[src/rtl/seq_div_7by3.sv]
// seq_div_7by3
// ------------
// Sequential 7-bit by 3-bit unsigned divider using restoring division, one
// quotient bit per clock, most significant bit first.
//
// Ports
//   clk          single clock, all state changes on the rising edge
//   rst_n        asynchronous, active-low reset
//   start        division request, sampled on the rising edge
//   dividend     7-bit unsigned dividend, captured with an accepted start
//   divisor      3-bit unsigned divisor, captured with an accepted start
//   busy         high while a division is in progress
//   done         one-cycle pulse when the result registers have been written
//   quotient     7-bit result, held until the next accepted start
//   remainder    3-bit result, held until the next accepted start
//   div_by_zero  set with done when the captured divisor was zero
//   state_dbg    current FSM state (IDLE=0, CALC=1, FINISH=2) for checkers
//
// Handshake: start is a request, not a valid/ready pair. It is accepted only
// on an edge where the FSM is in IDLE (busy=0); on any other edge it is
// ignored and the operands in flight are untouched. The cycle in which done
// is high is already IDLE, so a start held there is accepted on the next
// edge, giving back-to-back operations with no gap cycle.
//
// Timing for an accepted start at edge k:
//   divisor != 0 : CALC on edges k+1..k+7, results and done at edge k+8
//   divisor == 0 : results (quotient=7'h7F, remainder=0, div_by_zero=1)
//                  and done at edge k+1

module seq_div_7by3 (
  input  logic       clk,
  input  logic       rst_n,
  input  logic       start,
  input  logic [6:0] dividend,
  input  logic [2:0] divisor,
  output logic       busy,
  output logic       done,
  output logic [6:0] quotient,
  output logic [2:0] remainder,
  output logic       div_by_zero,
  output logic [1:0] state_dbg
);

  localparam logic [1:0] IDLE   = 2'd0;
  localparam logic [1:0] CALC   = 2'd1;
  localparam logic [1:0] FINISH = 2'd2;

  logic [1:0] state;
  logic [6:0] dvd_r;    // captured dividend
  logic [2:0] dvs_r;    // captured divisor
  logic [3:0] part;     // partial remainder
  logic [6:0] q_work;   // quotient bits built up during CALC
  logic [2:0] cnt;      // index of the dividend/quotient bit handled this step

  // One restoring step. The partial remainder is always below the divisor
  // (at most 6), so after the shift it still fits in four bits and only its
  // low three bits need to be carried forward.
  logic [3:0] shifted;
  logic [3:0] diff;
  logic       ge;

  always_comb begin
    shifted = {part[2:0], dvd_r[cnt]};
    ge      = (shifted >= {1'b0, dvs_r});
    diff    = shifted - {1'b0, dvs_r};
  end

  assign state_dbg = state;

  always_ff @(posedge clk or negedge rst_n) begin
    if (!rst_n) begin
      state       <= IDLE;
      dvd_r       <= 7'd0;
      dvs_r       <= 3'd0;
      part        <= 4'd0;
      q_work      <= 7'd0;
      cnt         <= 3'd0;
      busy        <= 1'b0;
      done        <= 1'b0;
      quotient    <= 7'd0;
      remainder   <= 3'd0;
      div_by_zero <= 1'b0;
    end else begin
      done <= 1'b0;
      case (state)
        IDLE: begin
          if (start) begin
            dvd_r       <= dividend;
            dvs_r       <= divisor;
            part        <= 4'd0;
            q_work      <= 7'd0;
            cnt         <= 3'd6;
            quotient    <= 7'd0;
            remainder   <= 3'd0;
            div_by_zero <= 1'b0;
            busy        <= 1'b1;
            // A zero divisor skips the iteration entirely.
            state       <= (divisor == 3'd0) ? FINISH : CALC;
          end
        end

        CALC: begin
          part        <= ge ? diff : shifted;
          q_work[cnt] <= ge;
          if (cnt == 3'd0) begin
            state <= FINISH;
          end else begin
            cnt <= cnt - 3'd1;
          end
        end

        FINISH: begin
          if (dvs_r == 3'd0) begin
            quotient    <= 7'h7F;
            remainder   <= 3'd0;
            div_by_zero <= 1'b1;
          end else begin
            quotient    <= q_work;
            remainder   <= part[2:0];
            div_by_zero <= 1'b0;
          end
          done  <= 1'b1;
          busy  <= 1'b0;
          state <= IDLE;
        end

        default: begin
          // Unreachable encoding: recover to IDLE without producing a result.
          state <= IDLE;
          busy  <= 1'b0;
        end
      endcase
    end
  end

endmodule
[config.mk]
export PLATFORM = sky130hd
export DESIGN_NAME = seq_div_7by3
export DESIGN_NICKNAME = d
export VERILOG_FILES = /design/src/rtl/seq_div_7by3.sv
export SDC_FILE = /design/constraint.sdc
export NUM_CORES = 1
export LEC_CHECK = 0
export BUFFER_PORTS_ARGS = -buffer_cell sky130_fd_sc_hd__buf_2
export CAP_MARGIN = 0
export CORE_UTILIZATION = 45
export CTS_CLUSTER_SIZE = 8
export DETAILED_ROUTE_END_ITERATION = 10
export PLACE_DENSITY = 0.75
export SYNTH_ARGS = -nofsm -noshare
export SYNTH_HDL_FRONTEND = slang
export SYNTH_SLANG_ARGS = --single-unit
[constraint.sdc]
create_clock -name clk -period 5.9 [get_ports clk]
set_input_delay 0.295 -clock clk [delete_from_list [all_inputs] [get_ports clk]]
set_output_delay 0.295 -clock clk [all_outputs]
set_load 0.005 [all_outputs]
# After elaboration in Yosys (flattened, before gate mapping)
# Cells that the tools add are included.
[word_totals]
reg_bits = 38
output_inout_bits = 15
in_bits = 13
[classes]
n_reduce_logical = 13
n_eq_ne = 5
magnitude_cmp = 3
addsub = 2
bitwise = 1
n_mux = 28
[ops]
columns = ["op", "n"]
rows = [
  ["one-hot mux 7 bit (2 select lines)", 2],
  ["2-to-1 mux 3 bit", 6],
  ["one-hot mux 3 bit (2 select lines)", 3],
  ["2-to-1 mux 7 bit", 2],
  ["AND reduction 2 bit", 5],
  ["logical NOT 3 bit", 3],
  ["bitwise mux 7 bit", 1],
  ["2-to-1 mux 1 bit", 6],
  ["2-to-1 mux 2 bit", 3],
  ["!= test 2 bit, second input constant", 3],
  ["greater-or-equal comparator 4 x 3 -> 1 bit", 1],
  ["< comparator 3 x 4 -> 1 bit, second input constant", 1],
  ["one-hot mux 1 bit (2 select lines)", 2],
  ["one-hot mux 2 bit (2 select lines)", 1],
  ["nonzero test 2 bit", 2],
  ["binary-select mux 1 bit (select 3 bit)", 1],
  ["demux 1 bit (select 3 bit)", 1],
  ["greater-or-equal comparator 3 x 1 -> 1 bit, second input constant", 1],
  ["AND reduction 3 bit", 1],
  ["subtractor 3 x 1 -> 3 bit, second input constant", 1],
  ["subtractor 3 bit", 1],
  ["equality test 2 x 1 -> 1 bit, second input constant", 1],
  ["equality test 2 bit, second input constant", 1],
  ["logical NOT 2 bit", 1],
  ["2 further kinds", 2],
]

# Logic depth before layout (Yosys ltp)
[logic_depth]
depth_word = 6
ltp_mapped = 11

# Least setup slack after synthesis
# Ideal clock, no wire load.
[synth_timing]
path_kind = "register -> register"
startpoint = "register cnt[2]"
endpoint = "register part[1]"
required_ps = 5772
synth_period_minus_slack_ps = 2311
stages_incl_launch_ff = 12
setup_time_ps = 128
t_arrival_ps = 2183
setup_slack_ps = 3589
cell_sequence = "dfrtp_1 > buf_4 > mux2i_1 > nor3_1 > a211oi_2 > ha_1 > inv_1 > fa_1 > a21oi_1 > o21a_1 > mux2i_1 > o21ai_0"
[synth_between]
elab_chain_len = 5
word_cells_on_any_way = 6
[synth_rtl]
columns = ["item", "line_no", "source"]
rows = [
  ["from (decl)", "53", "logic [2:0] cnt;"],
  ["from (signal assigned)", "108", "cnt <= cnt - 3'd1;"],
  ["binary-select mux 1 bit (select 3 bit) *", "63", "shifted = {part[2:0], dvd_r[cnt]};"],
  ["2-to-1 mux 1 bit (not written as such) *", "63", ""],
  ["greater-or-equal comparator 4 x 3 -> 1 bit / subtractor 3 bit (equally long branches)", "64, 65", ""],
  ["2-to-1 mux 3 bit *", "103", "part <= ge ? diff : shifted;"],
  ["one-hot mux 3 bit (2 select lines) *", "85", "case (state)"],
  ["to (signal assigned)", "103", ""],
  ["to (decl)", "51", "logic [3:0] part;"],
]
# Every way passes the cells marked *; elsewhere a longest branch is shown, timed or not. The select of a mux whose other input is x is not followed.
# A chain may end at the register's enable or synchronous reset.

# Worst setup path after layout
# Same ends and word-level chain as after synthesis.

==> results list <==
* Status: finished clean
* Starting Density: 0.4852
* Met1 usage: 0.2359
- Power comes to 1.080 mW.
* Pin count of the biggest net entering global routing: 39
- Summing every instance area after synthesis gives 1843 um^2.
* Slew at the pin closest to its max-slew limit: 0.8126 ns
- In this run the number of H-tree levels came out at 2.
- Period minus WS final: 2.834 ns
* Register-to-Register Setup Slack: 3.07 ns
* Element type at the critical path start: flop
- Across every metal layer, demand over resource in global routing totals 0.1808.
* Post-CTS sizing: 0
- Insertion delay to the later sink of the worst-skew pair: 0.29 ns
- Initial antenna violation count: 0
- The library cells used most frequently in the layout, excluding fill and tap cells, are 38 x dfrtp_1, 35 x nand2_1, 27 x buf_2.
- Width of the die: 66.00 um
- The worst setup path is captured at a flop.
- Ranked by total cell area, the synthesized netlist is headed by dfrtp_1 52%, nand2_1 7.1%, nor2_1 3.9%.
* R2r endpoint: part[1]$_DFFE_PN0P_
- Hold buffers post-CTS: 0
- The number of pins exceeding their max-slew limit in the final report came to 0.
- Startpoint of the worst-slack reg-to-reg timing path: cnt[2]$_DFFE_PN0P_
- Synthesized flop and latch total: 38
- Number of vias after detailed routing: 1386
- Count of endpoints failing hold in the final timing report: 0
- In this run the most used layer during global routing was met2.
- Power density relative to cell area: 522.0 nW/um^2
- Cts bufs inserted: 5
- Proportion of netlist area held by the largest area contributor: 0.5160
- Proportion of synthesized flip-flops having asynchronous set or reset: 1.000
- Global-route wire length before repair: 5.733 mm
- The repair_antennas step left the layout with diodes totalling 0.
- The floorplan step defined a die boundary enclosing 4355 um^2.
- Library cell used as clock root buffer: clkbuf_8
- After the last flow step, the layout net total stands at 231.
- For this run, global-route usage on met2 was measured as 0.2704.
- Top cell family by delay on the critical path: compound AO/OA/AOI/OAI gates
* Post-synthesis average cell area: 10.02 um^2
- Final setup violation count: 0
* Post-synthesis sequential area ratio: 0.5160
- Data arrives at the worst endpoint at 3.00 ns.
- Cell taking the most area after synthesis: dfrtp_1
* Y dimension of the die: 66.00 um
- The core region is 3799 um^2.
* CP max stage delay: 0.63 ns
- Clock-pin slew was measured on the worst setup and hold paths at 0.07 ns.
- For the worst setup path, the data required time is 6.07 ns.
- The count of nets left with antenna violations once routing finished came out at 0.
* Share of the core filled with cells in the final layout: 0.5448
* Number of DRC violations after detailed routing: 0
- Vias per std cell: 5.331
* Final weighted congestion of routability-driven global placement: 0.8269
* I/O Pins: 28
- The first detailed-routing pass ran for 4 iterations.
* Final Cell Area: 2069 um^2
* Clock tree buffer depth: 2
* VDD IR max: 0.0002539 V
* Pleak: 1.048 nW
- Along the worst path, the maximum fanout reaches 14.
* Top flip-flop cell by instance count after synthesis: dfrtp_1
* Floorplan row count: 22
- Synthesis produced a netlist whose cell count is 184.
- Input and output buffers added on the ports amount to 27.
- After synthesis, the netlist uses 46 different library cells.
- Wires add up to 3.420 mm.
- Count of flip-flops with a built-in enable after synthesis: 0
* Growth of design area from synthesis to finish: 12.29%
- Derived from the worst setup path, the maximum achievable clock frequency is 0.3528 GHz.
* RSZ-0062 raised after global routing: false
- Setup total negative slack: 0 ns
- Synthesized net count: 203
- Placement-stage worst setup slack: 3.065 ns
- WL per Instance: 13.15 um
* Critical path buffer and inverter count: 1
* Num Clock Sinks: 38
* Maximum clock skew at final layout: 0.004510 ns
- The worst hold path belongs to the class in2async.
- Buffers inserted during post-CTS setup optimization: 0
- CTS tree: yes
* Vias in the first global route: 1262
- Number of maximum-capacitance constraint violations: 0
- After the flow finishes, the layout carries non-filler instances totaling 260.
- Final clock period utilization by the worst path: 0.4804
* Number of cell instances on the worst register-to-register path: 10
- The worst setup path is of the reg2reg kind.
- Worst setup margin: 3.066 ns
* Leading cell type in the layout, fill and taps excluded: dfrtp_1
- Share of cells above drive strength 1: 0.2264
- Ordered cell list for the critical path: nand2b_1, o22ai_1, a211oi_2, ha_1, inv_1, fa_1, a21oi_1, o21a_1, mux2i_1, o21ai_0
* Cell with the largest stage delay on the worst path: dfrtp_1
* HPWL reported at the end of detailed placement: 2.384 mm
- Measured against its own limit, the worst slew margin works out to 0.4582.
- For this run, the number of Yosys warnings is 0.
- For this run, global-route usage on met3 was measured as 0.06724.
- GRT Residual Overflow: 0
- Number of placed cells counting well taps: 253
* Final hold slack: 0.08909 ns
- Cell Area, Placed: 1991 um^2
- Number of DRC violations after detailed-routing iteration 0: 70
[area by class of cell]
class	instances	area (um^2)
Clock buffer	5	68.82
Clock inverter	2	10.01
Fill cell	349	1729
Inverter	8	30.03
Multi-Input combinational cell	132	814.5
Sequential cell	38	950.9
Tap cell	48	60.06
Timing Repair Buffer	27	135.1
[layer usage]
layer / up-vias / part of all wire
met5: - / 0
met4: 0 / 0.020
met3: 8 / 0.049
met2: 35 / 0.43
met1: 648 / 0.50
li1: 695 / -
[synth_stat cells (3+ instances only)]
library cell,n
dfrtp_1,38
nand2_1,35
nor2_1,19
a21oi_1,9
o21ai_0,8
inv_1,7
ha_1,5
mux2i_1,5
nand3_1,4
nor3_1,4
a22o_1,3
a32o_1,3
[logic make-up after synthesis]
family	Yosys count	share of synthesized area
and+or+nand+nor	81	0.2152
AOI/OAI and AO/OA	39	0.1487
DFF	38	0.5160
buffers and inverters	14	0.04209
muxes	6	0.03327
adders and majority gates	6	0.04481
[how the worst max path moves through the flow]
stage	to	cells after the start	slack (ns)	startpoint
after floorplan	part[1]$_DFFE_PN0P_	11	3.59	cnt[2]$_DFFE_PN0P_
after global placement	part[1]$_DFFE_PN0P_	10	3.26	cnt[2]$_DFFE_PN0P_
after detailed placement	part[1]$_DFFE_PN0P_	10	3.06	cnt[2]$_DFFE_PN0P_
after CTS	part[1]$_DFFE_PN0P_	10	3.07	cnt[2]$_DFFE_PN0P_
after global routing	part[1]$_DFFE_PN0P_	10	2.86	cnt[2]$_DFFE_PN0P_
final	part[1]$_DFFE_PN0P_	10	3.07	cnt[2]$_DFFE_PN0P_
[power breakdown]
part / total, mW / internal, mW / switching (mW) / leakage [nW]
combinational: 0.461 / 0.199 / 0.262 / 0.517
clock: 0.166 / 0.0792 / 0.0868 / 0.0438
sequential: 0.454 / 0.361 / 0.0929 / 0.487
[worst reg2reg max path, stage by stage (launching register included)]
cell	delay, ns
dfrtp_1	0.63
nand2b_1	0.24
o22ai_1	0.12
a211oi_2	0.30
ha_1	0.21
inv_1	0.05
fa_1	0.40
a21oi_1	0.17
o21a_1	0.29
mux2i_1	0.21
o21ai_0	0.10
[registers in the layout, summed over array words and instances, names as in the netlist, 2 cells and up]
signal	flops
remainder	3
cnt	3
dvs_r	3
state_dbg	2
part	3
q_work	7
dvd_r	7
quotient	7
Note: power is estimated with default switching activity, not from simulation.
